===== config.mk =====
export PLATFORM = sky130hd
export DESIGN_NAME = hazard_control
export DESIGN_NICKNAME = d
export VERILOG_FILES = /design/src/rtl/hazard_control_pkg.sv /design/src/rtl/md_busy_timer.sv /design/src/rtl/hazard_control.sv
export SDC_FILE = /design/constraint.sdc
export NUM_CORES = 1
export LEC_CHECK = 0
export BUFFER_PORTS_ARGS = -buffer_cell sky130_fd_sc_hd__buf_4
export CAP_MARGIN = 10
export CORE_UTILIZATION = 48
export CTS_CLUSTER_SIZE = 40
export DETAILED_ROUTE_END_ITERATION = 16
export PLACE_DENSITY = 0.78
export SYNTH_ARGS = -nofsm -noshare
export SYNTH_HDL_FRONTEND = slang
export SYNTH_SLANG_ARGS = --single-unit

===== constraint.sdc =====
create_clock -name clk -period 5.1 [get_ports clk]
set_input_delay 0.51 -clock clk [delete_from_list [all_inputs] [get_ports clk]]
set_output_delay 0.51 -clock clk [all_outputs]
set_load 0.03 [all_outputs]

===== src/rtl/hazard_control_pkg.sv =====
// Shared types and constants for the pipeline hazard controller.
package hazard_control_pkg;

  localparam int REG_IDX_W = 5;
  localparam logic [REG_IDX_W-1:0] REG_ZERO = 5'd0;

  // Wide enough for the largest legal mult/div latency (63).
  localparam int MD_CNT_W = 6;

  typedef enum logic {
    IDLE    = 1'b0,
    MD_WAIT = 1'b1
  } md_state_t;

endpackage


===== src/rtl/md_busy_timer.sv =====
// Mult/div busy down-counter: start loads LATENCY-1, then counts down to zero.
module md_busy_timer
  import hazard_control_pkg::*;
#(
  parameter int LATENCY = 32
) (
  input  logic                clk,
  input  logic                rst_n,
  input  logic                start,
  input  logic                clear,
  output logic                busy,
  output logic [MD_CNT_W-1:0] count
);

  logic [MD_CNT_W-1:0] count_reg;

  always_ff @(posedge clk or negedge rst_n) begin
    if (!rst_n) begin
      count_reg <= '0;
    end else if (clear) begin
      count_reg <= '0;
    end else if (start) begin
      count_reg <= MD_CNT_W'(LATENCY - 1);
    end else if (count_reg != '0) begin
      count_reg <= count_reg - 1'b1;
    end
  end

  assign busy  = (count_reg != '0);
  assign count = count_reg;

endmodule


===== src/rtl/hazard_control.sv =====
// Load-use / mult-div stall and branch-flush control for a 5-stage pipeline.
// Mult/div busy tracking is compiled in only when HAZARD_MULDIV_EN is defined.
module hazard_control
  import hazard_control_pkg::*;
#(
  parameter int MD_LATENCY = 32
) (
  input  logic                 clk,
  input  logic                 rst_n,
  input  logic [REG_IDX_W-1:0] IF_ID_RS,
  input  logic [REG_IDX_W-1:0] IF_ID_RT,
  input  logic                 IF_ID_USES_RT,
  input  logic                 IF_ID_MD_USE,
  input  logic [REG_IDX_W-1:0] ID_EX_RT,
  input  logic                 ID_EX_MEMREAD,
  input  logic                 EX_BRANCH_TAKEN,
  input  logic                 MD_START,
  output logic                 PC_WRITE,
  output logic                 IF_ID_WRITE,
  output logic                 ID_EX_BUBBLE,
  output logic                 IF_ID_FLUSH,
  output logic                 MD_BUSY,
  output logic [15:0]          STALL_CNT
);

  logic        load_use;
  logic        md_stall;
  logic        stall;
  logic [15:0] stall_cnt_reg;

  // $zero is never a real load destination, so it cannot create a hazard.
  assign load_use = ID_EX_MEMREAD && (ID_EX_RT != REG_ZERO) &&
                    ((ID_EX_RT == IF_ID_RS) ||
                     (IF_ID_USES_RT && (ID_EX_RT == IF_ID_RT)));

`ifdef HAZARD_MULDIV_EN
  md_state_t           state_reg;
  md_state_t           state_next;
  logic                timer_start;
  logic                timer_clear;
  logic                timer_busy;
  logic [MD_CNT_W-1:0] timer_count_unused;

  always_ff @(posedge clk or negedge rst_n) begin
    if (!rst_n) begin
      state_reg <= IDLE;
    end else begin
      state_reg <= state_next;
    end
  end

  // A start seen while already waiting is dropped: only IDLE reacts to MD_START.
  always_comb begin
    state_next  = state_reg;
    timer_start = 1'b0;
    timer_clear = 1'b0;
    case (state_reg)
      IDLE: begin
        if (MD_START) begin
          timer_start = 1'b1;
          state_next  = MD_WAIT;
        end else begin
          timer_clear = 1'b1;
        end
      end
      MD_WAIT: begin
        if (!timer_busy) begin
          state_next = IDLE;
        end
      end
    endcase
  end

  md_busy_timer #(
    .LATENCY(MD_LATENCY)
  ) u_timer (
    .clk  (clk),
    .rst_n(rst_n),
    .start(timer_start),
    .clear(timer_clear),
    .busy (timer_busy),
    .count(timer_count_unused)
  );

  assign MD_BUSY  = (state_reg == MD_WAIT);
  assign md_stall = MD_BUSY && IF_ID_MD_USE;
`else
  logic unused_md;

  assign unused_md = ^{MD_START, IF_ID_MD_USE, MD_LATENCY[0]};
  assign MD_BUSY   = 1'b0;
  assign md_stall  = 1'b0;
`endif

  assign stall = load_use || md_stall;

  // A taken branch squashes the stalled instruction anyway, so it wins.
  always_comb begin
    PC_WRITE     = 1'b1;
    IF_ID_WRITE  = 1'b1;
    ID_EX_BUBBLE = 1'b0;
    IF_ID_FLUSH  = 1'b0;
    if (EX_BRANCH_TAKEN) begin
      IF_ID_FLUSH  = 1'b1;
      ID_EX_BUBBLE = 1'b1;
    end else if (stall) begin
      PC_WRITE     = 1'b0;
      IF_ID_WRITE  = 1'b0;
      ID_EX_BUBBLE = 1'b1;
    end
  end

  always_ff @(posedge clk or negedge rst_n) begin
    if (!rst_n) begin
      stall_cnt_reg <= '0;
    end else if (!PC_WRITE && (stall_cnt_reg != 16'hFFFF)) begin
      stall_cnt_reg <= stall_cnt_reg + 16'd1;
    end
  end

  assign STALL_CNT = stall_cnt_reg;

endmodule


; Word-level counts from Yosys, hierarchy flattened
; Cells that the tools add are included.
[classes]
eq_ne = 3
n_mux = 5
addsub = 1
reduce_logical = 7
[ops]
columns = cell, n
row1 = "16-bit by 1-bit adder with 16-bit output, second input constant", 1
row2 = "16-bit inequality test, second input constant", 1
row3 = 5-bit == test, 2
row4 = 1-bit two-way mux, 5
row5 = 5-bit nonzero test, 1
row6 = 1-bit logical AND, 4
row7 = 1-bit zero test, 1
row8 = 1-bit logical OR, 1
[totals]
out_inout_bits = 21
reg_bits = 16
input_bits = 22

; Longest topological paths before layout
[depth]
depth_word = 8
depth_mapped = 7

; Worst setup path before layout
; No wires, ideal clock.
[synth_timing]
kind = input port to output port
startpoint = in ID_EX_RT[2]
endpoint = out PC_WRITE
stages = 5
slack_ps = 2711
n_path_buf = 1
t_arrival_ps = 1879
required_time_ps = 4590
cell_sequence = xor2_1 nor4_1 a32oi_1 or3_1 buf_4
[synth_via]
elab_chain_len = 6
word_cells_on_any_way = 9
classes_between = eq/ne: 2 / mux: 2 / reduce/logical: 5
[synth_lines]
columns = item, line_no
row1 = start: declaration, hazard_control.sv:14  ; input logic [REG_IDX_W-1:0] ID_EX_RT,
row2 = 5-bit == test, hazard_control.sv:34  ; (IF_ID_USES_RT && (ID_EX_RT == IF_ID_RT)));
row3 = 1-bit logical AND, hazard_control.sv:34
row4 = 1-bit logical OR, hazard_control.sv:33  ; ((ID_EX_RT == IF_ID_RS) ||
row5 = 1-bit logical AND *, hazard_control.sv:32  ; assign load_use = ID_EX_MEMREAD && (ID_EX_RT != REG_ZERO) &&
row6 = 1-bit two-way mux * (2 in a row), --
row7 = end: declaration, hazard_control.sv:18  ; output logic PC_WRITE,
; Every way passes the cells marked *; elsewhere a longest branch is shown, timed or not.

; Final worst setup path
[layout_timing]
startpoint = in ID_EX_RT[2]
endpoint = out IF_ID_WRITE
[layout_via]
elab_chain_len = 6
word_cells_on_any_way = 9
classes_between = eq/ne: 2 / mux: 2 / reduce/logical: 5
[layout_lines]
columns = item, line_no
row1 = 5-bit == test, hazard_control.sv:34
row2 = 1-bit logical AND, hazard_control.sv:34
row3 = 1-bit logical OR, hazard_control.sv:33
row4 = 1-bit logical AND *, hazard_control.sv:32
row5 = 1-bit two-way mux *, hazard_control.sv:106  ; end else if (stall) begin
row6 = 1-bit two-way mux *, hazard_control.sv:103  ; if (EX_BRANCH_TAKEN) begin
row7 = end: declaration, hazard_control.sv:19  ; output logic IF_ID_WRITE,
; Marks and branches as above.

==> results.txt <==
WS Path Type - in2out
Reg clk slew, reported paths - 0.09 ns
DIE WIDTH - 45.50 microns
Initial DRC Count - 4
FP Rows - 15
Vias - 782
Die ar. - 0.002070 sq mm
PortBufs - 39
Setup bufs post-CTS - 0
WL final - 1.759 mm
Mapped Area - 908.4 sq um
Synthesized net count - 111
F_max - 0.4140 GHz
CTS tree - done
Reg power frac - 49.1%
Worst r2r src - STALL_CNT[0]$_DFFE_PN0P_
Switching power total - 0.08420 mW
GR Util All Layers - 18.35%
HPWL Detailed - 1.464 mm
#FFs+latches synth - 16
Worst Path Required - 4.59 ns
Largest register FFs - 16
P&R area growth vs syn - 35.95%
Layout cells sized above 1 - 35.43%
Clock Path Buffers - 2
Sequential-to-total area share from yosys stat - 44.08%
Initial Util - 52.04%
DIE HEIGHT - 45.50 microns
Setup ws final - 2.684 ns
Worst R2R Setup Slack - 2.98 ns
CTS H-tree lvls - 1
Crit-path max FO - 4
DR pass1 iterations - 4
Cell taking the most area after synthesis - dfrtp_1
Ys Warns - 0
Core Footprint - 0.001745 sq mm
Status - completed
Root Buffer - clkbuf_4
RSZ-0062 raised after global routing - false
Clk_lat worst skew - 0.28 ns
Yosys cell types - 23
Period minus WS final - 2.416 ns
Worst Hold Class - in2async
Critical R2R Capture - STALL_CNT[14]$_DFFE_PN0P_
I/O Pins - 43
First-pass GRT wire length - 2.725 mm
Sum Neg Setup Slack - 0 ns
Post-place setup slack - 2.565 ns
Clk pwr share - 28.1%
Post-CTS Resized - 0
Post-CTS Hold Buffers - 0
WL/cell - 11.57 microns
Syn Area/Cell - 10.32 sq um
VDD IR max - 0.1619 mV
Internal power - 0.2074 mW
Largest net degree at the start of global routing - 17
# setup viols final - 0
Max Slew Vio Count - 0
Sw frac - 28.87%
Gate power share - 22.8%
Antenna violations before repair - 0
Worst Tran Pin Value - 0.7212 ns
# diodes - 0
Synth area leaders - dfrtp_1 (44%), xnor2_1 (13%), xor2_1 (12%), nand4_1 (4.1%), nand2_1 (3.7%)
Layout fillers - 145
Final clock period utilization by the worst path - 47.37%
Vias/cell - 5.145
Max-slew headroom - 51.92%
Max Clock Skew - 0.001841 ns
Final Hold Viols - 0
Yosys top cell area share - 44.08%
Worst r2r path cells - 7
PwrDens - 236.2 mW/mm^2
Total gr overflow - 0
Critical path data arrival time - 1.91 ns
Worst Setup End Kind - output port
Maxcap violations - 0
CP Launch Type - primary input
Num CTS Buffers - 3
Pleak - 0.5772 nW
CTS sink count - 16
Vias in the first global route - 687
Layout net count - 151
RD Place Congestion - 0.7737
Cells after Synth - 88
Drc violations - 0
Antenna viol nets, final - 0
## area by class of cell
| type | instances | area (sq um) | share of cell area [%] |
|---|---|---|---|
| repair buffers | 39 | 292.8 | 23.71 |
| well taps | 25 | 31.28 | 2.533 |
| flip-flops and latches | 16 | 400.4 | 32.42 |
| clock buffers | 4 | 36.28 | 2.938 |
| multi-input cells | 68 | 474.2 | 38.40 |
## worst max-delay path: stages
cell     delay [ns]
buf_4          0.12
xor2_1         0.15
nor4_1         0.27
a32oi_1        0.24
or3_1          0.42
buf_4          0.18
## logic make-up (layout without fill, tap and decap cells)
logic type	after synthesis	count (layout)	share of synthesized area [%]
AO/OA/AOI/OAI	5	5	5.923
XOR/XNOR	25	25	24.10
adder cells (fa/ha/maj)	1	1	1.377
buffers and inverters	4	43	3.719
flip-flops	16	16	44.08
multiplexers	1	1	1.240
other	1	1	0.4128
AND/OR/NAND/NOR	35	35	19.15
## cells in the mapped netlist
| master | number |
|---|---|
| or4_1 | 1 |
| nand2_1 | 9 |
| nand3_1 | 5 |
| ha_1 | 1 |
| nor2_1 | 6 |
| nand4_1 | 6 |
| buf_6 | 1 |
| conb_1 | 1 |
| o21ai_0 | 1 |
| nor3_1 | 2 |
| buf_4 | 3 |
| and3_1 | 1 |
| dfrtp_1 | 16 |
| o21ai_1 | 1 |
| or3_1 | 1 |
| mux2_2 | 1 |
| xnor2_1 | 13 |
| a32oi_1 | 1 |
| a2111oi_4 | 1 |
| and2_1 | 2 |
| o21bai_1 | 1 |
| xor2_1 | 12 |
| nor4_1 | 2 |
## cells in the final DEF, fill, tap and decap left out
master     instances
nor3_1             2
dfrtp_1           16
clkbuf_8           1
buf_4             39
xnor2_1           13
o21ai_1            1
conb_1             1
and2_1             2
nand4_1            6
or3_1              1
nor4_1             2
ha_1               1
and3_1             1
nand2_1            9
mux2_2             1
o21bai_1           1
o21ai_0            1
clkbuf_4           3
xor2_1            12
a2111oi_4          1
or4_1              1
a32oi_1            1
nand3_1            5
nor2_1             6
## worst max-delay path by stage
| stage | from | end | slack [ns] | depth (start not counted) |
|---|---|---|---|---|
| after floorplan | ID_EX_RT[2] | PC_WRITE | 2.71 | 5 |
| after global placement | ID_EX_RT[2] | STALL_CNT[1]$_DFFE_PN0P_ | 2.57 | 6 |
| after detailed placement | ID_EX_RT[2] | STALL_CNT[1]$_DFFE_PN0P_ | 2.57 | 6 |
| after CTS | ID_EX_RT[2] | IF_ID_WRITE | 2.68 | 6 |
| after global routing | ID_EX_RT[2] | IF_ID_WRITE | 2.66 | 6 |
| final | ID_EX_RT[2] | IF_ID_WRITE | 2.68 | 6 |
## layer usage
metal | track usage, % | vias to the layer above | wire length, microns
li1 | - | 380 | -
met1 | 20.59 | 362 | 701
met2 | 32.29 | 36 | 920
met3 | 2.381 | 4 | 109
met4 | 11.52 | 0 | 27
met5 | 0 | - | 0
## per-stage QoR
stage / hold WS (ns) / instances / cell area [sq um] / utilization (%) / power, mW
2_1_floorplan: 0.2144 / 88 / 908.4 / - / 0.1802
6_report: 0.06181 / 152 / 1235 / 70.75 / 0.2916
5_1_grt: 0.06336 / 152 / 1235 / 70.75 / 0.3050
3_5_place_dp: 0.3760 / 148 / 1199 / 68.67 / 0.2130
3_3_place_gp: 0.3739 / 148 / 1199 / 68.67 / 0.2103
4_1_cts: 0.06529 / 152 / 1235 / 70.75 / 0.2943
## power groups by stage
stage          Sequential, mW  Combinational [mW]  Clock (mW)
6_report                0.143              0.0666      0.0820
5_1_grt                 0.144              0.0716      0.0891
4_1_cts                 0.143              0.0675      0.0837
3_5_place_dp            0.146              0.0674           0
3_3_place_gp            0.145              0.0650           0
2_1_floorplan           0.158              0.0223           0
(Power assumes the default switching activity.)
